===== src/rtl/axi_i2c_pkg.sv =====
// Shared types and constants for the AXI4-Lite to I2C command bridge.
package axi_i2c_pkg;

  typedef enum logic [2:0] {
    IDLE,
    WR_COLLECT,
    ISSUE,
    WAIT_DONE,
    WR_RESP,
    RD_RESP
  } state_t;

  localparam logic [1:0] RESP_OKAY   = 2'b00;
  localparam logic [1:0] RESP_SLVERR = 2'b10;
  localparam logic [1:0] RESP_DECERR = 2'b11;

  // Address field map: [14:8] I2C slave address, [7:0] register address.
  localparam int SLV_LSB = 8;
  localparam int SLV_MSB = 14;
  localparam int REG_MSB = 7;

endpackage


===== src/rtl/i2c_cmd_timeout.sv =====
// Loadable down-counter guarding the wait for the I2C master's done pulse.
// start loads TIMEOUT_CYC-1; expired is high once the count has run down to
// zero, i.e. on the TIMEOUT_CYC-th cycle after start.
module i2c_cmd_timeout #(
  parameter int TIMEOUT_CYC = 100000
) (
  input  logic clk,
  input  logic resetn,
  input  logic start,
  input  logic clear,
  output logic expired
);

  localparam int CNT_W = $clog2(TIMEOUT_CYC + 1);
  localparam logic [CNT_W-1:0] LOAD_VAL = CNT_W'(TIMEOUT_CYC - 1);

  logic [CNT_W-1:0] count;
  logic             running;

  // Load on start, count down while running, park at zero until cleared.
  always_ff @(posedge clk or negedge resetn) begin
    if (!resetn) begin
      count   <= '0;
      running <= 1'b0;
    end else if (clear) begin
      count   <= '0;
      running <= 1'b0;
    end else if (start) begin
      count   <= LOAD_VAL;
      running <= 1'b1;
    end else if (running && (count != '0)) begin
      count <= count - 1'b1;
    end
  end

  assign expired = running && (count == '0);

endmodule


===== src/rtl/axi_lite_i2c_cmd_bridge.sv =====
// AXI4-Lite slave that turns each AXI write/read into one I2C register
// write/read command, one transaction in flight at a time.
module axi_lite_i2c_cmd_bridge #(
  parameter int ADDR_W      = 16,
  parameter int DATA_W      = 32,
  parameter int TIMEOUT_CYC = 100000
) (
  input  logic              clk,
  input  logic              resetn,
  input  logic [ADDR_W-1:0] s_awaddr,
  input  logic              s_awvalid,
  output logic              s_awready,
  input  logic [DATA_W-1:0] s_wdata,
  input  logic [DATA_W/8-1:0] s_wstrb,
  input  logic              s_wvalid,
  output logic              s_wready,
  output logic [1:0]        s_bresp,
  output logic              s_bvalid,
  input  logic              s_bready,
  input  logic [ADDR_W-1:0] s_araddr,
  input  logic              s_arvalid,
  output logic              s_arready,
  output logic [DATA_W-1:0] s_rdata,
  output logic [1:0]        s_rresp,
  output logic              s_rvalid,
  input  logic              s_rready,
  output logic [7:0]        i2c_addr,
  output logic [7:0]        i2c_din,
  output logic [6:0]        i2c_slv_addr,
  output logic              i2c_op_type,
  output logic              i2c_trigger,
  input  logic [7:0]        i2c_dout,
  input  logic              i2c_busy,
  input  logic              i2c_done,
  input  logic              i2c_ack_err
);

  import axi_i2c_pkg::*;

  state_t state, state_next;

  // active keeps every ready low while reset is held, then opens IDLE.
  logic active;

  logic              aw_held, w_held;
  logic [ADDR_W-1:0] aw_buf;
  logic [7:0]        w_buf;
  logic              strb_buf;

  logic [7:0]        addr_q, din_q;
  logic [6:0]        slv_q;
  logic              op_q, rsv_q, strb_q;
  logic [1:0]        resp_q, resp_next;
  logic [DATA_W-1:0] rdata_q, rdata_next;

  logic ar_fire, aw_fire, w_fire;
  logic aw_have, w_have, accepting, collect_done;
  logic trigger, expired, timer_clear;
  logic [ADDR_W-1:0] wr_addr;

  logic unused_bits;
  assign unused_bits = ^{s_wdata[DATA_W-1:8], s_wstrb[DATA_W/8-1:1]};

  function automatic logic addr_reserved(input logic [ADDR_W-1:0] a);
    return (a >> (SLV_MSB + 1)) != '0;
  endfunction

  // Read wins arbitration in IDLE: AW/W readies drop while ARVALID is high.
  assign s_arready = active && (state == IDLE);
  assign s_awready = active && (((state == IDLE) && !s_arvalid) ||
                                ((state == WR_COLLECT) && !aw_held));
  assign s_wready  = active && (((state == IDLE) && !s_arvalid) ||
                                ((state == WR_COLLECT) && !w_held));

  assign ar_fire = s_arvalid && s_arready;
  assign aw_fire = s_awvalid && s_awready;
  assign w_fire  = s_wvalid  && s_wready;

  assign aw_have      = aw_held || aw_fire;
  assign w_have       = w_held  || w_fire;
  assign accepting    = (state == IDLE) || (state == WR_COLLECT);
  assign collect_done = accepting && aw_have && w_have;
  assign wr_addr      = aw_fire ? s_awaddr : aw_buf;

  assign s_bvalid     = (state == WR_RESP);
  assign s_rvalid     = (state == RD_RESP);
  assign s_bresp      = resp_q;
  assign s_rresp      = resp_q;
  assign s_rdata      = rdata_q;
  assign i2c_addr     = addr_q;
  assign i2c_din      = din_q;
  assign i2c_slv_addr = slv_q;
  assign i2c_op_type  = op_q;
  assign i2c_trigger  = trigger;

  assign timer_clear = ((state == WR_RESP) && s_bready) ||
                       ((state == RD_RESP) && s_rready);

  i2c_cmd_timeout #(
    .TIMEOUT_CYC(TIMEOUT_CYC)
  ) u_timeout (
    .clk    (clk),
    .resetn (resetn),
    .start  (trigger),
    .clear  (timer_clear),
    .expired(expired)
  );

  // State register plus the post-reset enable for the readies.
  always_ff @(posedge clk or negedge resetn) begin
    if (!resetn) begin
      state  <= IDLE;
      active <= 1'b0;
    end else begin
      state  <= state_next;
      active <= 1'b1;
    end
  end

  // Next state, trigger strobe and response/read-data updates.
  always_comb begin
    state_next = state;
    resp_next  = resp_q;
    rdata_next = rdata_q;
    trigger    = 1'b0;
    case (state)
      IDLE: begin
        if (ar_fire || collect_done) state_next = ISSUE;
        else if (aw_fire || w_fire)  state_next = WR_COLLECT;
      end
      WR_COLLECT: begin
        if (collect_done) state_next = ISSUE;
      end
      ISSUE: begin
        if (rsv_q) begin
          resp_next  = RESP_DECERR;
          rdata_next = '0;
          state_next = op_q ? RD_RESP : WR_RESP;
        end else if (!op_q && !strb_q) begin
          resp_next  = RESP_SLVERR;
          state_next = WR_RESP;
        end else if (!i2c_busy) begin
          trigger    = 1'b1;
          state_next = WAIT_DONE;
        end
      end
      WAIT_DONE: begin
        if (i2c_done) begin
          resp_next = i2c_ack_err ? RESP_SLVERR : RESP_OKAY;
          if (op_q) rdata_next = {{(DATA_W-8){1'b0}}, i2c_dout};
          state_next = op_q ? RD_RESP : WR_RESP;
        end else if (expired) begin
          resp_next  = RESP_SLVERR;
          rdata_next = '0;
          state_next = op_q ? RD_RESP : WR_RESP;
        end
      end
      WR_RESP: begin
        if (s_bready) state_next = IDLE;
      end
      RD_RESP: begin
        if (s_rready) state_next = IDLE;
      end
      default: state_next = IDLE;
    endcase
  end

  // Half-collected writes, command registers and the response registers.
  always_ff @(posedge clk or negedge resetn) begin
    if (!resetn) begin
      aw_held  <= 1'b0;
      w_held   <= 1'b0;
      aw_buf   <= '0;
      w_buf    <= '0;
      strb_buf <= 1'b0;
      addr_q   <= '0;
      din_q    <= '0;
      slv_q    <= '0;
      op_q     <= 1'b0;
      rsv_q    <= 1'b0;
      strb_q   <= 1'b0;
      resp_q   <= RESP_OKAY;
      rdata_q  <= '0;
    end else begin
      resp_q  <= resp_next;
      rdata_q <= rdata_next;
      if (ar_fire) begin
        addr_q <= s_araddr[REG_MSB:0];
        slv_q  <= s_araddr[SLV_MSB:SLV_LSB];
        op_q   <= 1'b1;
        rsv_q  <= addr_reserved(s_araddr);
      end else if (collect_done) begin
        addr_q  <= wr_addr[REG_MSB:0];
        slv_q   <= wr_addr[SLV_MSB:SLV_LSB];
        op_q    <= 1'b0;
        rsv_q   <= addr_reserved(wr_addr);
        din_q   <= w_fire ? s_wdata[7:0] : w_buf;
        strb_q  <= w_fire ? s_wstrb[0] : strb_buf;
        aw_held <= 1'b0;
        w_held  <= 1'b0;
      end else begin
        if (aw_fire) begin
          aw_held <= 1'b1;
          aw_buf  <= s_awaddr;
        end
        if (w_fire) begin
          w_held   <= 1'b1;
          w_buf    <= s_wdata[7:0];
          strb_buf <= s_wstrb[0];
        end
      end
    end
  end

endmodule


===== config.mk =====
export PLATFORM = sky130hd
export DESIGN_NAME = axi_lite_i2c_cmd_bridge
export DESIGN_NICKNAME = d
export VERILOG_FILES = /design/src/rtl/axi_i2c_pkg.sv /design/src/rtl/i2c_cmd_timeout.sv /design/src/rtl/axi_lite_i2c_cmd_bridge.sv
export SDC_FILE = /design/constraint.sdc
export NUM_CORES = 1
export LEC_CHECK = 0
export CORE_AREA = 2 2 88 112
export DETAILED_ROUTE_END_ITERATION = 10
export DIE_AREA = 0 0 90 114
export GPL_TIMING_DRIVEN = 0
export PLACE_DENSITY = 0.89
export SETUP_SLACK_MARGIN = 0.3
export SLEW_MARGIN = 20
export SYNTH_ARGS = -nofsm -noshare
export SYNTH_HDL_FRONTEND = slang
export SYNTH_SLANG_ARGS = --single-unit
export TNS_END_PERCENT = 1

===== constraint.sdc =====
create_clock -name clk -period 3.55 [get_ports clk]
set_input_delay 0.71 -clock clk [delete_from_list [all_inputs] [get_ports clk]]
set_output_delay 0.71 -clock clk [all_outputs]
set_load 0.02 [all_outputs]

==> results.yml, run 1 <==
worst_setup_path:
  worstPathRequired_ns: 2.84
  crit_slowest_cell: "clkdlybuf4s50_1"
  worstPathMaxFanout: 8
  cp_slowest_stage_delay_ns: 0.62
  timing.critical_path.cells: "nand2b_1, nor4_2, nand2b_1, inv_1, clkdlybuf4s50_1"
  endpoint_kind: "output port"
  worstPathArrival_ns: 2.35
  r2r-start: "u_timeout.count[0]"
  rrSetupSlack_ns: 1.13
  startpoint_type: "flip-flop"
  r2r_cells: 8
  r2r_end: "u_timeout.count[1]"
  cp_common_cell: "nand2b_1"
  critical_path_class: "reg2out"
sta:
  rsz0062_at_grt: "no"
  setup_viol: 0
  min_period_ns: 3.06
  relSlewSlack_pct: 66.8
  skew_ns: 0.00688
  max_clock_freq_mhz: 327
  hold_viol: 0
  fin_crit_sh_pct: 86.3
  timing.final.max_slew_violations: 0
  worst_pin_slew_ns: 0.494
final_layout:
  fillers: 750
  mostFrequentLayoutCells: "99 x clkdlybuf4s50_1, 85 x dfrtp_1, 34 x mux2i_1"
  nets: 647
  layout-drive-gt1-share_pct: 15.8
  utilization_pct: 65.3
  area_growth_pct: 35.3
  final_common_cell: "clkdlybuf4s50_1"
  fin_cells: 690
  antenna_cells: 0
grt:
  grt_pass1_wl_mm: 17.4
  grt_use_met2_pct: 36.5
  grt.overflow.total: 0
  use_met1_pct: 24.7
  busiest_layer: "met2"
  grt_usage_pct: 21.2
  met3_usage_pct: 4.76
  grt_max_degree: 60
  antenna_found_initial: 0
  grt_pass1_vias: 3711
placement:
  place_congestion: 0.899
  place_inst: 674
  port_buffers: 100
  dpl.hpwl_mm: 7.75
synth:
  ys.flop_type: "dfrtp_1"
  yosys_warnings: 0
  yosysSeqAreaShare_pct: 47.3
  netlist_area_um2: 4500
  synthCells: 424
  avgSynthCellArea_um2: 10.6
  synth_edf_count: 0
  ys_ff_latch: 85
  ys_types: 56
  async_reset_ff_share_pct: 100
cts:
  clk_latency_ns: 0.34
  htree_levels: 3
  cts_tree: "done"
  clkSinkCount: 85
  cts_buffers: 9
  ctsHoldBuffers: 0
  clock_path_buffers: 2
  cts_root_buffer: "clkbuf_16"
  clkTransAtPathRegs_ns: 0.06
routing:
  route.detailed.drc: 0
  routed_wl_mm: 10.6
  wire_per_inst_um: 15.3
  ant_nets: 0
  vias_per_cell: 5.22
  first_pass_iters: 4
  vias: 3599
  drt_iter0_drc: 205
pwr:
  power_frac_comb_pct: 46.2
  power.density_nw_per_um2: 840
  p_leak_uw: 0.00277
  p_switching_uw: 1900
  swShare_pct: 37.2
  p_seq_share_pct: 34.6
  p_int_uw: 3210
  clock_power_share_pct: 19.2
  ir_drop_mv: 0.432
die:
  die-area_um2: 10300
  coreArea_um2: 9310
  initial_core_util_pct: 48.3
  rows: 40
  die_w_um: 90
  pin_count: 152
  die_y_um: 114
run_status:
  outcome: "complete, no violations"
run:
  maxCapViolCount: 0
hold_path:
  worst_hold_path_type: "in2async"
-- flip-flops by register name (all words and copies together) (netlist names) --
signal and cells:
u_timeout.running 1, aw_buf 16, w_held 1, i2c_op_type 1
state 3, strb_buf 1, rsv_q 1, i2c_addr 8
s_bresp 2, strb_q 1, s_rdata 8, w_buf 8
i2c_din 8, aw_held 1, i2c_slv_addr 7, active 1
u_timeout.count 17
-- metrics by stage --
stage	setup TNS (ns)	instance area, um^2	power (uW)	hold WS (ns)	setup WS, ns
2_1_floorplan	0	4580	3270	0.414	1.43
3_3_place_gp	-103.98	5740	3990	0.468	-1.23
3_5_place_dp	0	5770	4130	0.481	0.537
4_1_cts	0	6070	5130	0.291	0.411
5_1_grt	0	6080	5440	0.308	0.427
6_report	0	6080	5110	0.282	0.488
-- power by group through the flow --
| stage | registers (uW) | logic, uW | clock network, uW |
|---|---|---|---|
| 2_1_floorplan | 1900 | 1360 | 0 |
| 3_3_place_gp | 1740 | 2250 | 0 |
| 3_5_place_dp | 1770 | 2360 | 0 |
| 4_1_cts | 1760 | 2370 | 995 |
| 5_1_grt | 1830 | 2570 | 1030 |
| 6_report | 1770 | 2360 | 983 |
-- metal layers --
metal	up-vias	share of wire (%)
met1	1744	41
met5	-	0
met2	133	50
met3	23	5.9
met4	0	2.9
li1	1699	-
-- worst max path at each step --
stage	startpoint	end	slack (ns)	cells after the start
detailed placement	s_arvalid	s_awready	0.54	6
finish	state[2]	i2c_trigger	0.49	5
floorplan	s_arvalid	aw_buf[10]	1.43	8
global route	state[2]	i2c_trigger	0.43	5
global placement	resetn	w_buf[3]	-1.23	1
CTS	state[2]	i2c_trigger	0.41	5
-- critical path: cells and delay by family (launching register included) --
family                 cells  cell delay [ns]
DFF                        1             0.47
buffers and inverters      2             0.76
and+or+nand+nor            3             0.78
-- what timing repair did --
action                                  CTS  global route
gates resized for setup                   0             1
endpoints found under the setup margin    0             1
buffers inserted                          0             0
-- cell usage after synthesis, types with 2 or more instances --
library cell  number  share of area, %
and2_1             3              0.42
o22ai_1            2              0.28
dfrtp_1           85                47
nor4_1             2              0.28
nand4_1            5              0.70
nor2_1            33               2.8
buf_2              6              0.67
nand2b_1           4              0.56
nor2b_1            3              0.42
xor2_1            13               2.5
or2_2              2              0.28
o21a_1             2              0.33
or3b_2             2              0.39
mux2_2            15               3.8
nor3b_1            6               1.0
o21ai_0           24               2.7
mux2i_1           34               7.6
clkbuf_1           9              0.75
inv_1             16               1.3
buf_4             26               4.3
nand3_1            8              0.89
or2_1              2              0.28
ha_1               2              0.56
conb_1             2              0.17
nand2_1           32               2.7
mux2_4            10               3.3
nor3_1             5              0.56
a31oi_2            2              0.56
buf_6              4               1.0
and3_1             2              0.28
mux2_1            13               3.3
a21oi_1           22               2.4
a31oi_1            3              0.42
a211o_1            3              0.58
-- logic make-up (layout without fill, tap and decap cells) --
family	count (synthesis)	in the layout	synth area share, %
AOI/OAI and AO/OA	69	69	9.38
xor gates and xnor gates	14	14	2.73
adders and majority gates	2	2	0.557
buffers and inverters	62	179	8.18
DFF	85	85	47.3
muxes	72	72	17.9
other	2	25	0.167
and+or+nand+nor	118	118	13.7
-- final cells by class --
class	count	area, um^2	area share (%)
repair buffers	101	1030	16.9
inverters	16	60.1	0.988
clock inverters	4	72.6	1.19
clock buffers	12	236	3.89
well taps	126	158	2.59
flip-flops and latches	85	2130	35.0
multi-input cells	300	2090	34.4
plain buffers	46	308	5.06
(Power assumes the default switching activity.)
==> inputs of run 2 (changes only) <==
--- a/config.mk
+++ b/config.mk
@@ -5,6 +5,7 @@
 export SDC_FILE = /design/constraint.sdc
 export NUM_CORES = 1
 export LEC_CHECK = 0
+export CAP_MARGIN = 10
 export CORE_AREA = 2 2 88 112
 export DETAILED_ROUTE_END_ITERATION = 10
 export DIE_AREA = 0 0 90 114
==> results of run 2 <==
No change in the layout: final DEF, timing and power equal those of run 1.
==> inputs of run 3 (changes only) <==
--- a/config.mk
+++ b/config.mk
@@ -6,14 +6,15 @@
 export NUM_CORES = 1
 export LEC_CHECK = 0
 export CAP_MARGIN = 10
-export CORE_AREA = 2 2 88 112
+export CORE_AREA = 2 2 89 113
 export DETAILED_ROUTE_END_ITERATION = 10
-export DIE_AREA = 0 0 90 114
+export DIE_AREA = 0 0 91 115
 export GPL_TIMING_DRIVEN = 0
 export PLACE_DENSITY = 0.89
 export SETUP_SLACK_MARGIN = 0.3
 export SLEW_MARGIN = 20
 export SYNTH_ARGS = -nofsm -noshare
 export SYNTH_HDL_FRONTEND = slang
+export SYNTH_HIERARCHICAL = 1
 export SYNTH_SLANG_ARGS = --single-unit
 export TNS_END_PERCENT = 1
==> run 3 against run 2 <==
Register-to-register slack worse by 0.56 ns. Die area is 2.0% higher. Clock power is 4% higher. Non-clock buffer count is 4 higher. Setup slack worse by 0.028 ns. Flip-flop and latch count stayed put. Critical path type unchanged. Largest cell class is now multi-input combinational cells. Largest power group unchanged.
==> results.yml, run 3 <==
die:
  initial_core_util_pct: 48.8
  die-area_um2: 10500
  die_w_um: 91
  coreArea_um2: 9410
  die_y_um: 115
  rows: 40
  pin_count: 152
synth:
  yosysSeqAreaShare_pct: 46.3
  ys_ff_latch: 85
  avgSynthCellArea_um2: 10.2
  synth_area_leaders: "dfrtp_1 46%, mux2i_1 6.1%, buf_4 4.2%"
  synth_top_area_share_pct: 46.3
  yosys_warnings: 6
  synth.most_common_cell: "dfrtp_1"
  ys.flop_type: "dfrtp_1"
  synthCells: 452
  netlist_area_um2: 4590
  ys_types: 57
  async_reset_ff_share_pct: 100
  synthTopCellsByCount: "85 x dfrtp_1, 38 x o21ai_0, 31 x nand2_1"
  yosysTopAreaCell: "dfrtp_1"
  synth_edf_count: 0
sta:
  max_clock_freq_mhz: 324
  rsz0062_at_grt: "yes"
  setup_viol: 0
  hold_ws_ns: 0.348
  worst_pin_slew_ns: 0.823
  timing.final.max_slew_violations: 0
  skew_ns: 0.00417
  fin_crit_sh_pct: 87.0
  min_period_ns: 3.09
  hold_viol: 0
  relSlewSlack_pct: 44.6
final_layout:
  reg_top3: "u_timeout/count x17, aw_buf x16"
  layout-drive-gt1-share_pct: 16.9
  nets: 674
  fin_cells: 717
  antenna_cells: 0
  largest_reg_flops: 17
  final_common_cell: "clkdlybuf4s50_1"
  area_growth_pct: 34.8
  fillers: 736
  top_register: "u_timeout/count"
  mostFrequentLayoutCells: "99 x clkdlybuf4s50_1, 85 x dfrtp_1, 38 x o21ai_0"
placement:
  place_congestion: 0.845
  dpl.hpwl_mm: 8.27
  port_buffers: 100
  place_inst: 702
grt:
  grt_pass1_wl_mm: 19.3
  antenna_found_initial: 0
  use_met1_pct: 27.8
  met3_usage_pct: 5.31
  grt_usage_pct: 22.6
  grt_max_degree: 46
  grt_pass1_vias: 4003
  grt_use_met2_pct: 38.8
  busiest_layer: "met2"
  grt.overflow.total: 0
worst_setup_path:
  critical_path_class: "reg2out"
  startpoint_type: "flip-flop"
  cp_slowest_stage_delay_ns: 0.66
  worstPathArrival_ns: 2.38
  timing.critical_path.cells: "clkbuf_2, nor2_1, and2_1, nand2_1, nor2_4, clkdlybuf4s50_1"
  critPathBufInv: 2
  endpoint_kind: "output port"
  worstPathMaxFanout: 10
  crit_slowest_cell: "clkdlybuf4s50_1"
  critPathTopFamily: "buffers and inverters"
  worstPathRequired_ns: 2.84
routing:
  routed_wl_mm: 11.2
  vias_per_cell: 5.38
  drt_iter0_drc: 240
  first_pass_iters: 7
  ant_nets: 0
  vias: 3858
  route.detailed.drc: 0
  wire_per_inst_um: 15.6
cts:
  cts_tree: "done"
  cts_buffers: 9
  clkTransAtPathRegs_ns: 0.06
  clk_latency_ns: 0.34
  htree_levels: 3
  clock_path_buffers: 2
  clkSinkCount: 85
  cts_root_buffer: "clkbuf_16"
run_status:
  outcome: "complete, no violations"
pwr:
  fin_total_pwr_uw: 5170
  ir_drop_mv: 0.420
  p_leak_uw: 0.00271
  power.density_nw_per_um2: 834
run:
  maxCapViolCount: 0
hold_path:
  worst_hold_path_type: "in2async"
-- run 3: cell types whose count changed after synthesis, sizes merged, moves of 4 or more --
cell,delta
a211o,+4
or4,+4
nor4,+6
a21oi,+6
nor2,-4
mux2i,-6
xor2,-13
o21ai,+14
-- run 3: worst paths after layout --
path,start,endpoint,slack (ns),depth (start not counted)
max,state[0],i2c_trigger,0.46,6
min,resetn,u_timeout/count[13],0.35,1
max reg2reg,u_timeout/count[0],s_rdata[6],0.57,12
min reg2reg,w_buf[1],w_buf[1],0.50,1
max in group asynchronous,resetn,aw_buf[15],2.59,2
min in group clk,w_buf[1],w_buf[1],0.50,1
-- run 3: cell families (layout without fill, tap and decap cells) --
kind of cell               after synthesis  after routing  synth area share (%)
AOI/OAI and AO/OA                      102            102                  13.8
DFF                                     85             85                  46.3
adders and majority gates                1              1                 0.272
muxes                                   63             63                  15.5
buffers and inverters                   66            182                  8.14
and+or+nand+nor                        133            133                  15.9
other                                    2             25                 0.164
-- run 3: timing repair --
action	CTS	global route
setup endpoints to repair	1	9
buffers inserted	0	0
hold buffers	0	0
gates resized for setup	2	5
-- run 3: power breakdown --
part	switching [uW]	leakage, uW	total [uW]	internal, uW
Sequential	338	0.00105	1750	1420
Combinational	1240	0.00151	2390	1150
Clock	387	0.000151	1020	634
Total	1970	0.00271	5170	3200
-- run 3: metal layers --
metal	wire (um)	share of wire (%)
met4	221	2.0
met1	4500	40
met2	5800	52
met5	0	0
met3	667	6.0
-- run 3: worst register-to-register path, stage by stage (launching register included) --
cell and delay, ns:
dfrtp_1 0.44, inv_1 0.08, ha_1 0.18, or4bb_1 0.54, or2_0 0.24, buf_6 0.14
nor2_1 0.15, nor2_1 0.08, a211o_1 0.28, a21oi_2 0.32, clkbuf_2 0.26, nand3_1 0.09
o21ai_0 0.09
-- run 3: area by class of cell --
class / instances / area (um^2) / share of cell area (%)
inverter: 16 / 60.1 / 0.970
clock inverter: 5 / 83.8 / 1.35
buffer: 50 / 317 / 5.11
sequential: 85 / 2130 / 34.4
timing repair buffer: 101 / 1020 / 16.4
multi-input combinational: 324 / 2190 / 35.4
tap: 126 / 158 / 2.55
clock buffer: 10 / 239 / 3.86
-- run 3: through the flow --
step	setup slack [ns]	utilization [%]	area (um^2)	TNS [ns]
2_1_floorplan	0.805	-	4680	0
3_3_place_gp	-1.16	62.0	5840	-98.49
3_5_place_dp	0.371	62.2	5860	0
4_1_cts	0.319	65.7	6190	0
5_1_grt	0.288	65.8	6190	0
6_report	0.461	65.8	6190	0
